<file path="src/rtl/sirv_debug_csr_trig.sv">
// Debug-mode CSR block: mode FSM, dcsr/dpc/dscratch and a small bank of
// instruction-address triggers (tselect/tdata1/tdata2) with combinational match.
module sirv_debug_csr_trig #(
    parameter int PC_SIZE  = 32,
    parameter int TRIG_NUM = 2
) (
    input  logic               clk,
    input  logic               rst_n,
    input  logic [PC_SIZE-1:0] cmt_dpc,
    input  logic               cmt_dpc_ena,
    input  logic [2:0]         cmt_dcause,
    input  logic               cmt_dcause_ena,
    input  logic               cmt_dret_ena,
    input  logic               dbg_irq_r,
    input  logic               wr_dcsr_ena,
    input  logic               wr_dpc_ena,
    input  logic               wr_dscratch_ena,
    input  logic               wr_tselect_ena,
    input  logic               wr_tdata1_ena,
    input  logic               wr_tdata2_ena,
    input  logic [31:0]        wr_csr_nxt,
    input  logic [PC_SIZE-1:0] chk_pc,
    input  logic               chk_pc_vld,
    output logic [31:0]        dcsr_r,
    output logic [PC_SIZE-1:0] dpc_r,
    output logic [31:0]        dscratch_r,
    output logic [31:0]        tselect_r,
    output logic [31:0]        tdata1_r,
    output logic [31:0]        tdata2_r,
    output logic               dbg_mode,
    output logic               dbg_halt_r,
    output logic               dbg_step_r,
    output logic               dbg_ebreakm_r,
    output logic               dbg_stopcycle,
    output logic               trig_hit,
    output logic [1:0]         trig_hit_idx
);

    typedef enum logic {ST_RUN = 1'b0, ST_DEBUG = 1'b1} mode_e;

    // Trigger storage is sized for the architectural maximum of four; entries
    // at or above TRIG_NUM are never written and stay at their reset value.
    localparam int MAX_TRIG = 4;

    mode_e state_q, state_nxt;
    logic  enter_dbg, leave_dbg;

    logic [2:0]         cause_q;
    logic               halt_q, step_q, ebreakm_q, stoptime_q;
    logic [PC_SIZE-1:0] dpc_q;
    logic [31:0]        dscratch_q;
    logic [1:0]         tselect_q;

    logic               trg_dmode   [MAX_TRIG];
    logic               trg_hit     [MAX_TRIG];
    logic               trg_action  [MAX_TRIG];
    logic [3:0]         trg_match   [MAX_TRIG];
    logic               trg_m       [MAX_TRIG];
    logic               trg_execute [MAX_TRIG];
    logic [PC_SIZE-1:0] trg_addr    [MAX_TRIG];

    logic [MAX_TRIG-1:0] t1_wr, t2_wr, match_vec;
    logic [3:0]          wr_match;
    logic [31:0]         addr_ext;

    // The LSB of the committed PC is architecturally zero in dpc.
    logic unused_dpc_lsb;
    assign unused_dpc_lsb = cmt_dpc[0];

    // Mode state register.
    always_ff @(posedge clk) begin
        if (!rst_n) state_q <= ST_RUN;
        else        state_q <= state_nxt;
    end

    // Mode next-state: dret outranks a concurrent debug entry.
    always_comb begin
        // NOTE: every combinational output gets a default first so no path leaves it unassigned (no latch).
        state_nxt = state_q;
        enter_dbg = 1'b0;
        leave_dbg = 1'b0;
        case (state_q)
            ST_RUN: begin
                if (cmt_dcause_ena && (cmt_dcause != 3'd0) && !cmt_dret_ena) begin
                    state_nxt = ST_DEBUG;
                    enter_dbg = 1'b1;
                end
            end
            ST_DEBUG: begin
                if (cmt_dret_ena) begin
                    state_nxt = ST_RUN;
                    leave_dbg = 1'b1;
                end
            end
            default: state_nxt = ST_RUN;
        endcase
    end

    assign dbg_mode = (state_q == ST_DEBUG);

    // dcsr state: cause tracks debug entry/exit, control bits are CSR-writable.
    always_ff @(posedge clk) begin
        // NOTE: sequential state uses non-blocking assignments so all flops update from pre-edge values.
        if (!rst_n) begin
            cause_q    <= 3'd0;
            halt_q     <= 1'b0;
            step_q     <= 1'b0;
            ebreakm_q  <= 1'b0;
            stoptime_q <= 1'b0;
        end else begin
            if (enter_dbg)      cause_q <= cmt_dcause;
            else if (leave_dbg) cause_q <= 3'd0;
            if (wr_dcsr_ena) begin
                halt_q     <= wr_csr_nxt[3];
                step_q     <= wr_csr_nxt[2];
                ebreakm_q  <= wr_csr_nxt[15];
                stoptime_q <= wr_csr_nxt[9];
            end
        end
    end

    // dpc, dscratch and tselect registers; commit outranks a CSR write to dpc.
    always_ff @(posedge clk) begin
        if (!rst_n) begin
            dpc_q      <= '0;
            dscratch_q <= '0;
            tselect_q  <= 2'd0;
        end else begin
            if (cmt_dpc_ena && !dbg_mode) dpc_q <= {cmt_dpc[PC_SIZE-1:1], 1'b0};
            else if (wr_dpc_ena)          dpc_q <= {wr_csr_nxt[PC_SIZE-1:1], 1'b0};
            if (wr_dscratch_ena) dscratch_q <= wr_csr_nxt;
            if (wr_tselect_ena && (wr_csr_nxt < 32'(TRIG_NUM))) tselect_q <= wr_csr_nxt[1:0];
        end
    end

    // Per-trigger write strobes and address match; dmode triggers are locked outside debug.
    always_comb begin
        t1_wr     = '0;
        t2_wr     = '0;
        match_vec = '0;
        for (int i = 0; i < MAX_TRIG; i++) begin
            if (i < TRIG_NUM) begin
                t1_wr[i] = wr_tdata1_ena && (tselect_q == 2'(i)) && !(trg_dmode[i] && !dbg_mode);
                t2_wr[i] = wr_tdata2_ena && (tselect_q == 2'(i)) && !(trg_dmode[i] && !dbg_mode);
                if (chk_pc_vld && !dbg_mode && trg_execute[i] && trg_m[i]) begin
                    case (trg_match[i])
                        4'd0:    match_vec[i] = (chk_pc == trg_addr[i]);
                        4'd2:    match_vec[i] = (chk_pc >= trg_addr[i]);
                        4'd3:    match_vec[i] = (chk_pc <  trg_addr[i]);
                        default: match_vec[i] = 1'b0;
                    endcase
                end
            end
        end
    end

    // Lowest-index matching trigger wins.
    always_comb begin
        trig_hit     = |match_vec;
        trig_hit_idx = 2'd0;
        for (int i = MAX_TRIG - 1; i >= 0; i--) begin
            if (match_vec[i]) trig_hit_idx = 2'(i);
        end
    end

    // Only the encodings equal / greater-or-equal / less-than are kept.
    assign wr_match = ((wr_csr_nxt[10:7] == 4'd0) || (wr_csr_nxt[10:7] == 4'd2) ||
                       (wr_csr_nxt[10:7] == 4'd3)) ? wr_csr_nxt[10:7] : 4'd0;

    // Trigger bank: CSR writes, and sticky hit flag for the winning trigger.
    always_ff @(posedge clk) begin
        for (int i = 0; i < MAX_TRIG; i++) begin
            // NOTE: this small register array is reset because tdata1 must read a defined value after reset.
            if (!rst_n) begin
                trg_dmode[i]   <= 1'b0;
                trg_hit[i]     <= 1'b0;
                trg_action[i]  <= 1'b0;
                trg_match[i]   <= 4'd0;
                trg_m[i]       <= 1'b0;
                trg_execute[i] <= 1'b0;
                trg_addr[i]    <= '0;
            end else begin
                if (t1_wr[i]) begin
                    if (dbg_mode) trg_dmode[i] <= wr_csr_nxt[27];
                    trg_hit[i]     <= wr_csr_nxt[20];
                    trg_action[i]  <= wr_csr_nxt[12];
                    trg_match[i]   <= wr_match;
                    trg_m[i]       <= wr_csr_nxt[6];
                    trg_execute[i] <= wr_csr_nxt[2];
                end else if (trig_hit && (trig_hit_idx == 2'(i))) begin
                    trg_hit[i] <= 1'b1;
                end
                if (t2_wr[i]) trg_addr[i] <= wr_csr_nxt[PC_SIZE-1:0];
            end
        end
    end

    // Zero-extend the selected match address to CSR width.
    always_comb begin
        addr_ext              = '0;
        addr_ext[PC_SIZE-1:0] = trg_addr[tselect_q];
    end

    assign tdata2_r = addr_ext;
    assign tdata1_r = {4'd2, trg_dmode[tselect_q], 6'd0, trg_hit[tselect_q], 7'd0,
                       trg_action[tselect_q], 1'b0, trg_match[tselect_q], trg_m[tselect_q],
                       3'd0, trg_execute[tselect_q], 2'd0};
    assign tselect_r = {30'd0, tselect_q};

    assign dcsr_r = {2'b01, 14'd0, {4{ebreakm_q}}, 1'b0, 1'b1, stoptime_q, cause_q,
                     dbg_irq_r, 1'b0, halt_q, step_q, 2'b11};
    assign dpc_r         = dpc_q;
    assign dscratch_r    = dscratch_q;
    assign dbg_halt_r    = halt_q;
    assign dbg_step_r    = step_q;
    assign dbg_ebreakm_r = ebreakm_q;
    assign dbg_stopcycle = 1'b1;

endmodule
</file>
<file path="config.mk">
export PLATFORM = sky130hd
export DESIGN_NAME = sirv_debug_csr_trig
export DESIGN_NICKNAME = d
export VERILOG_FILES = /design/src/rtl/sirv_debug_csr_trig.sv
export SDC_FILE = /design/constraint.sdc
export NUM_CORES = 1
export LEC_CHECK = 0
export ABC_AREA = 1
export BUFFER_PORTS_ARGS = -buffer_cell sky130_fd_sc_hd__buf_2
export CAP_MARGIN = 5
export CORE_MARGIN = 2
export CORE_UTILIZATION = 35
export CTS_BUF_LIST = sky130_fd_sc_hd__clkbuf_8
export DETAILED_ROUTE_END_ITERATION = 10
export PLACE_DENSITY_LB_ADDON = 0.05
export SLEW_MARGIN = 20
export SYNTH_ARGS = -nofsm -noshare
export SYNTH_HDL_FRONTEND = slang
export SYNTH_SLANG_ARGS = --single-unit
</file>
<file path="constraint.sdc">
create_clock -name clk -period 3.2 [get_ports clk]
set_clock_uncertainty 0.1 [all_clocks]
set_input_delay 0.16 -clock clk [delete_from_list [all_inputs] [get_ports clk]]
set_output_delay 0.16 -clock clk [all_outputs]
set_load 0.01 [all_outputs]
</file>
==> results of run 1 <==
worst reg2reg max path: cells and delay by family (launching register included):
family	cells	cell delay, ps
buffers and inverters	3	1210
flip-flops	1	430
AO/OA/AOI/OAI	2	360
AND/OR/NAND/NOR	2	170
sequential cells by signal, summed over array words and instances, names as in the netlist, named ones only:
register and flops:
trg_addr 64, dscratch_r 32, dpc_r 31, trg_match 8, trg_action 4, trg_dmode 4
trg_execute 4, trg_hit 4, trg_m 4, cause_q 3, tselect_q 2, dbg_ebreakm_r 1
dbg_halt_r 1, dbg_mode 1, dbg_step_r 1, stoptime_q 1
per-layer routing:
metal | up-vias | share of wire | routed length [µm] | global-route usage
met3 | 22 | 0.066 | 1737 | 0.04777
met4 | 2 | 0.0097 | 256 | 0.04460
met5 | - | 0.00026 | 7 | 0
met2 | 260 | 0.46 | 12060 | 0.3076
met1 | 3606 | 0.47 | 12420 | 0.2558
li1 | 4132 | - | - | -
final timing paths:
kind                            slack (ps)                          to
worst min-delay path                   0.4  dscratch_r[8]$_SDFFE_PN0P_
worst max register to register         850      dpc_r[29]$_SDFFE_PN0P_
worst max-delay path                   490             trig_hit_idx[0]
worst min register to register         330        trg_dmode[2]$_DFF_P_
cell usage after synthesis, drive strengths merged:
| master | count | area share |
|---|---|---|
| inv | 167 | 0.068 |
| o21ai | 151 | 0.082 |
| a21oi | 134 | 0.074 |
| a21o | 3 | 0.0024 |
| buf | 88 | 0.070 |
| nand3 | 18 | 0.011 |
| o21a | 5 | 0.0041 |
| ha | 64 | 0.087 |
| o31ai | 1 | 0.00081 |
| nand2 | 108 | 0.046 |
| nand4 | 14 | 0.0095 |
| nor4 | 4 | 0.0043 |
| clkbuf | 47 | 0.019 |
| nor3 | 1 | 0.00054 |
| conb | 2 | 0.00081 |
| nor2 | 159 | 0.066 |
| o22ai | 6 | 0.0047 |
| edfxtp | 82 | 0.27 |
| dfxtp | 85 | 0.18 |
metrics by stage:
| stage | area [µm²] | worst slack, ps | hold WS [ps] | instances | total power, W |
|---|---|---|---|---|---|
| floorplan | 9553 | 1265 | 150.0 | 1218 | 0.003039 |
| global route | 11580 | 186.1 | 13.45 | 1771 | 0.005162 |
| detailed placement | 10370 | 978.4 | 220.2 | 1658 | 0.003303 |
| CTS | 11580 | 449.1 | 5.177 | 1771 | 0.004947 |
| global placement | 10370 | 981.8 | 220.2 | 1658 | 0.003298 |
| finish | 11580 | 488.0 | 0.3769 | 1771 | 0.004887 |
cell families after synthesis:
kind of cell               Yosys count  share of synthesized area
buffers and inverters              302                     0.1572
AOI/OAI and AO/OA                  300                     0.1682
and+or+nand+nor                    304                     0.1375
adders and majority gates           64                    0.08651
DFF                                167                     0.4499
other                                2                  0.0008113
area by class of cell:
class | count | share of cell area
clock buffer | 19 | 0.02259
clock inverter | 13 | 0.01167
inverter | 167 | 0.05415
multi-input combinational | 749 | 0.3398
sequential | 167 | 0.3598
tap | 335 | 0.03621
timing repair buffer | 321 | 0.1757
report_power, final:
part,switching [W],leakage (nW),internal (W)
sequential,0.0000561,1.57,0.00237
clock,0.000866,0.204,0.000684
combinational,0.000547,3.95,0.000368
==> qor.yml, run 1 <==
maxSlewViolCount: 0
cp_slowest_cell: "edfxtp_1"
crit_family: "simple AND/OR/NAND/NOR gates"
via_per_inst: 4.530
finalCritPeriodShare: 0.8475
nets: 1599
cts_buffer_depth: 2
gp_congestion: 0.7905
postCtsSetupRepairBufs: 0
status: "complete, no violations"
relSlewSlack: 0.3562
drive_gt1_frac: 0.2026
cts_tree: "yes"
diodes: 0
path_buf_inv: 4
io_pins: 312
cts_buffers: 17
grt_usage: 0.1899
cts.sinks: 167
cts_root_buffer: "clkbuf_8"
cp_num_cells: 15
ir_drop_mv: 0.3124
postCtsHoldBufs: 81
path_class: "register to output port"
first_global_vias: 7695
hold_path.class: "input port to register"
synth_area_per_cell_um2: 8.127
drc: 0
cp-start-kind: "register"
fp-row-count: 59
fin_crit_ps: 2712
die_w_um: 166.6
r2r_start: "dbg_mode$_SDFF_PN0_"
cp.required_ps: 2940
p_leak_nw: 5.725
layout_common_cells: "buf_2 (231), inv_1 (166), nor2_1 (156)"
post-route-util: 0.4455
routed_wl_um: 26480
port-buffer-count: 231
cts.reportedPaths.clkPinSlew_ps: 100
start_util: 0.3562
ys_types: 32
power_density_nw_per_um2: 422.2
maxCapViolCount: 0
areaGrowthSynthToFinish_pct: 25.06
final.setup.tns_ps: 0
synth-seq-area-share: 0.4499
dr.pass1.iters: 5
cp_common_cell: "nand2_1"
path_cells: "inv_1 -> ha_1 -> a21o_1 -> nor2_1 -> nand2_1 -> nand2_1 -> nand2_1 -> nand2_1 -> nand3_1 -> nand2_1 -> inv_2 -> a21oi_4 -> nand2_2 -> inv_1 -> buf_2"
drt-initial-drc-count: 377
min_from: "wr_csr_nxt[8]"
antenna_found_initial: 2
ys_warn_count: 0
cts_resized: 0
reg2reg_depth: 7
synth_area_um2: 9256
final_common_cell: "buf_2"
wl_per_cell_um: 14.95
finalSetupViolCount: 0
worstSkewPairLatency_ps: 470
gr-total-overflow: 0
grt_setup_unrepaired: "no"
yosys_register_bits: 167
grt_pass1_wl_um: 41370
ant_nets: 0
critPathMaxFanout: 3
fillCellCount: 2685
hpwlAfterDp_um: 19340
netlist_instances: 1139
num_vias: 8022
whs_path_depth: 3
die_area_um2: 27760
core_area_um2: 25980
grt_max_degree: 79
htreeDepth: 4
regArea_um2: 4165
multi_input_area_um2: 3934
end_kind: "output port"
worstPathArrival_ps: 2450
finalHoldViolations: 0
worst_slew_pin_slew_ps: 965.7
startpoint: "trg_addr[1][7]$_SDFFCE_PN0P_"
slowest_delay_ps: 370
dieHeight_um: 166.6
clock.fmax_ghz: 0.3687
Note: power is estimated with default switching activity, not from simulation.
==> run 2, diff against run 1 <==
clock period = 2.65 ns   (was 3.2 ns; I/O delays follow)
==> run 2 against run 1 <==
  * Utilization is 2.2 points higher
  * First-iteration DRC count is 2.4% higher
  * Combinational power is 32% higher
  * Hold slack better by 21 ps
  * Setup slack worse by 410 ps
  * Sequential power is 21% higher
  * Global-route usage is 0.26 points higher
  * Power is 25% higher
  * Critical endpoint unchanged
==> qor.yml, run 2 (same netlist as run 1, synthesis figures left out) <==
io_pins: 312  # unchanged
largest_reg_flops: 64  # unchanged
cp_slowest_cell: "edfxtp_1"
grt_max_degree: 79  # unchanged
path_buf_inv: 3  # -1
cts.sinks: 167  # unchanged
path_class: "register to output port"
nets: 1611  # +0.75%
relSlewSlack: 0.3554  # -0.0008340
core_area_um2: 25980  # unchanged
regMostFlops: "trg_addr"
worstPathArrival_ps: 2340  # -110 ps
maxSlewViolCount: 0  # unchanged
first_global_vias: 7850  # +2.0%
drive_gt1_frac: 0.2617  # +0.05909
hpwlAfterDp_um: 19520  # +0.94%
port-buffer-count: 231  # unchanged
grt_usage: 0.1925  # +0.002588
critPathMaxFanout: 3  # unchanged
cts_buffers: 17  # unchanged
layout_common_cells: "buf_2 (229), inv_1 (146), o21ai_0 (146), nor2_1 (146), a21oi_1 (121)"
drc: 0  # unchanged
path_cells: "inv_2 -> ha_4 -> nand2_4 -> nor2_4 -> nand4_1 -> nor2_4 -> nand2_2 -> nand3_2 -> nand2_2 -> a21oi_4 -> nand2_4 -> inv_2 -> buf_6"
drt-initial-drc-count: 386  # +2.4%
routed_wl_um: 27130  # +2.5%
via_per_inst: 4.549  # +0.43%
finalCritPeriodShare: 0.9712
cts_root_buffer: "clkbuf_8"
final_common_cell: "buf_2"
gr-total-overflow: 0  # unchanged
reg2reg_depth: 15  # +8
cts_buffer_depth: 2  # unchanged
cts.reportedPaths.clkPinSlew_ps: 110  # about the same
die_w_um: 166.6  # unchanged
num_vias: 8111  # +1.1%
cts_tree: "yes"
ant_nets: 0  # unchanged
final.setup.tns_ps: 0  # unchanged
htreeDepth: 4  # unchanged
antenna_found_initial: 0  # -2
die_area_um2: 27760  # unchanged
ir_drop_mv: 0.2685  # -14%
cp_num_cells: 13  # -2
p_leak_nw: 5.819  # +1.6%
fp-row-count: 59  # unchanged
post-route-util: 0.4671  # +0.02162
dr.pass1.iters: 4  # -1
diodes: 0  # unchanged
cp.required_ps: 2420  # -520 ps
hold_path.class: "input port to register"
finalHoldViolations: 0  # unchanged
fin_crit_ps: 2574
start_util: 0.3562  # unchanged
clock.fmax_ghz: 0.3885
worst_slew_pin_slew_ps: 966.9  # +1.251 ps
finalSetupViolCount: 0  # unchanged
crit_family: "simple AND/OR/NAND/NOR gates"
end_kind: "output port"
wl_per_cell_um: 15.22  # +1.8%
dpl_worst_slack_ps: 406.3  # -572.1 ps
slowest_delay_ps: 370  # about the same
gp_congestion: 0.7970  # +0.82%
areaGrowthSynthToFinish_pct: 31.13
power_density_nw_per_um2: 503.2  # +19%
maxCapViolCount: 0  # unchanged
grt_pass1_wl_um: 42040  # +1.6%
setup_slack_ps: 76.21  # -411.8 ps
whs_path_depth: 3  # unchanged
cp-start-kind: "register"
worstSkewPairLatency_ps: 450  # -20 ps
grt_setup_unrepaired: "yes"
dieHeight_um: 166.6  # unchanged
status: "complete, no violations"
-- run 2: cell types whose count changed in the layout (fill, tap and decap cells not counted), sizes merged --
cell and change:
buf +7, dlygate4sd3 +5, clkbuf -2, inv +1
bufinv +1, clkinv -1, clkinvlp +1
-- run 2: area by class of cell --
cell class | instances | area [µm²]
Clock buffer | 17 | 234.0
Clock inverter | 15 | 182.7
Fill cell | 2681 | 13850
Inverter | 167 | 626.9
Multi-Input combinational cell | 749 | 4335
Sequential cell | 167 | 4165
Tap cell | 335 | 419.2
Timing Repair Buffer | 333 | 2175
-- run 2: final timing paths --
check | start | endpoint | slack (ps)
worst max-delay path | trg_addr[1][20]$_SDFFCE_PN0P_ | trig_hit_idx[0] | 80
worst max register to register | trg_addr[1][20]$_SDFFCE_PN0P_ | trg_hit[1]$_DFFE_PP_ | 120
worst min register to register | trg_dmode[2]$_DFF_P_ | trg_dmode[2]$_DFF_P_ | 330
worst min-delay path | wr_csr_nxt[17] | dscratch_r[17]$_SDFFE_PN0P_ | 20
-- run 2: metal layers --
metal  vias up  track usage  part of all wire
met5         -            0                 0
met2       248       0.3139              0.46
met1      3681       0.2587              0.46
li1       4173            -                 -
met3         9      0.04872             0.073
met4         0      0.04198            0.0056
-- run 2: stage by stage --
stage | hold slack [ps] | area, µm² | power (W) | std cells
5_1_grt | 40.97 | 12140 | 0.006434 | 1783
3_5_place_dp | 165.2 | 10400 | 0.003993 | 1659
4_1_cts | 7.702 | 11870 | 0.006116 | 1782
2_1_floorplan | 122.5 | 9553 | 0.003669 | 1218
3_3_place_gp | 165.2 | 10400 | 0.003987 | 1659
6_report | 21.82 | 12140 | 0.006108 | 1783
-- run 2: power breakdown --
group / leakage [nW] / internal [W] / total [W] / switching, W
sequential: 1.57 / 0.00286 / 0.00293 / 0.0000710
combinational: 4.04 / 0.000501 / 0.00121 / 0.000707
clock: 0.208 / 0.000882 / 0.00197 / 0.00109
total: 5.82 / 0.00424 / 0.00611 / 0.00187
-- run 2: timing repair --
action | 4_1_cts | 5_1_grt
setup endpoints to repair | 2 | 5
setup buffers | 5 | 1
endpoints found under the hold margin | 108 | 0
hold buffers | 86 | 0
gates cloned | 0 | 0
pin swaps | 24 | 28
resized for setup | 32 | 65
-- run 2: worst min-delay path: cells and delay by family --
family	cells	cell delay (ps)
AO/OA/AOI/OAI	1	90
buffers and inverters	2	320
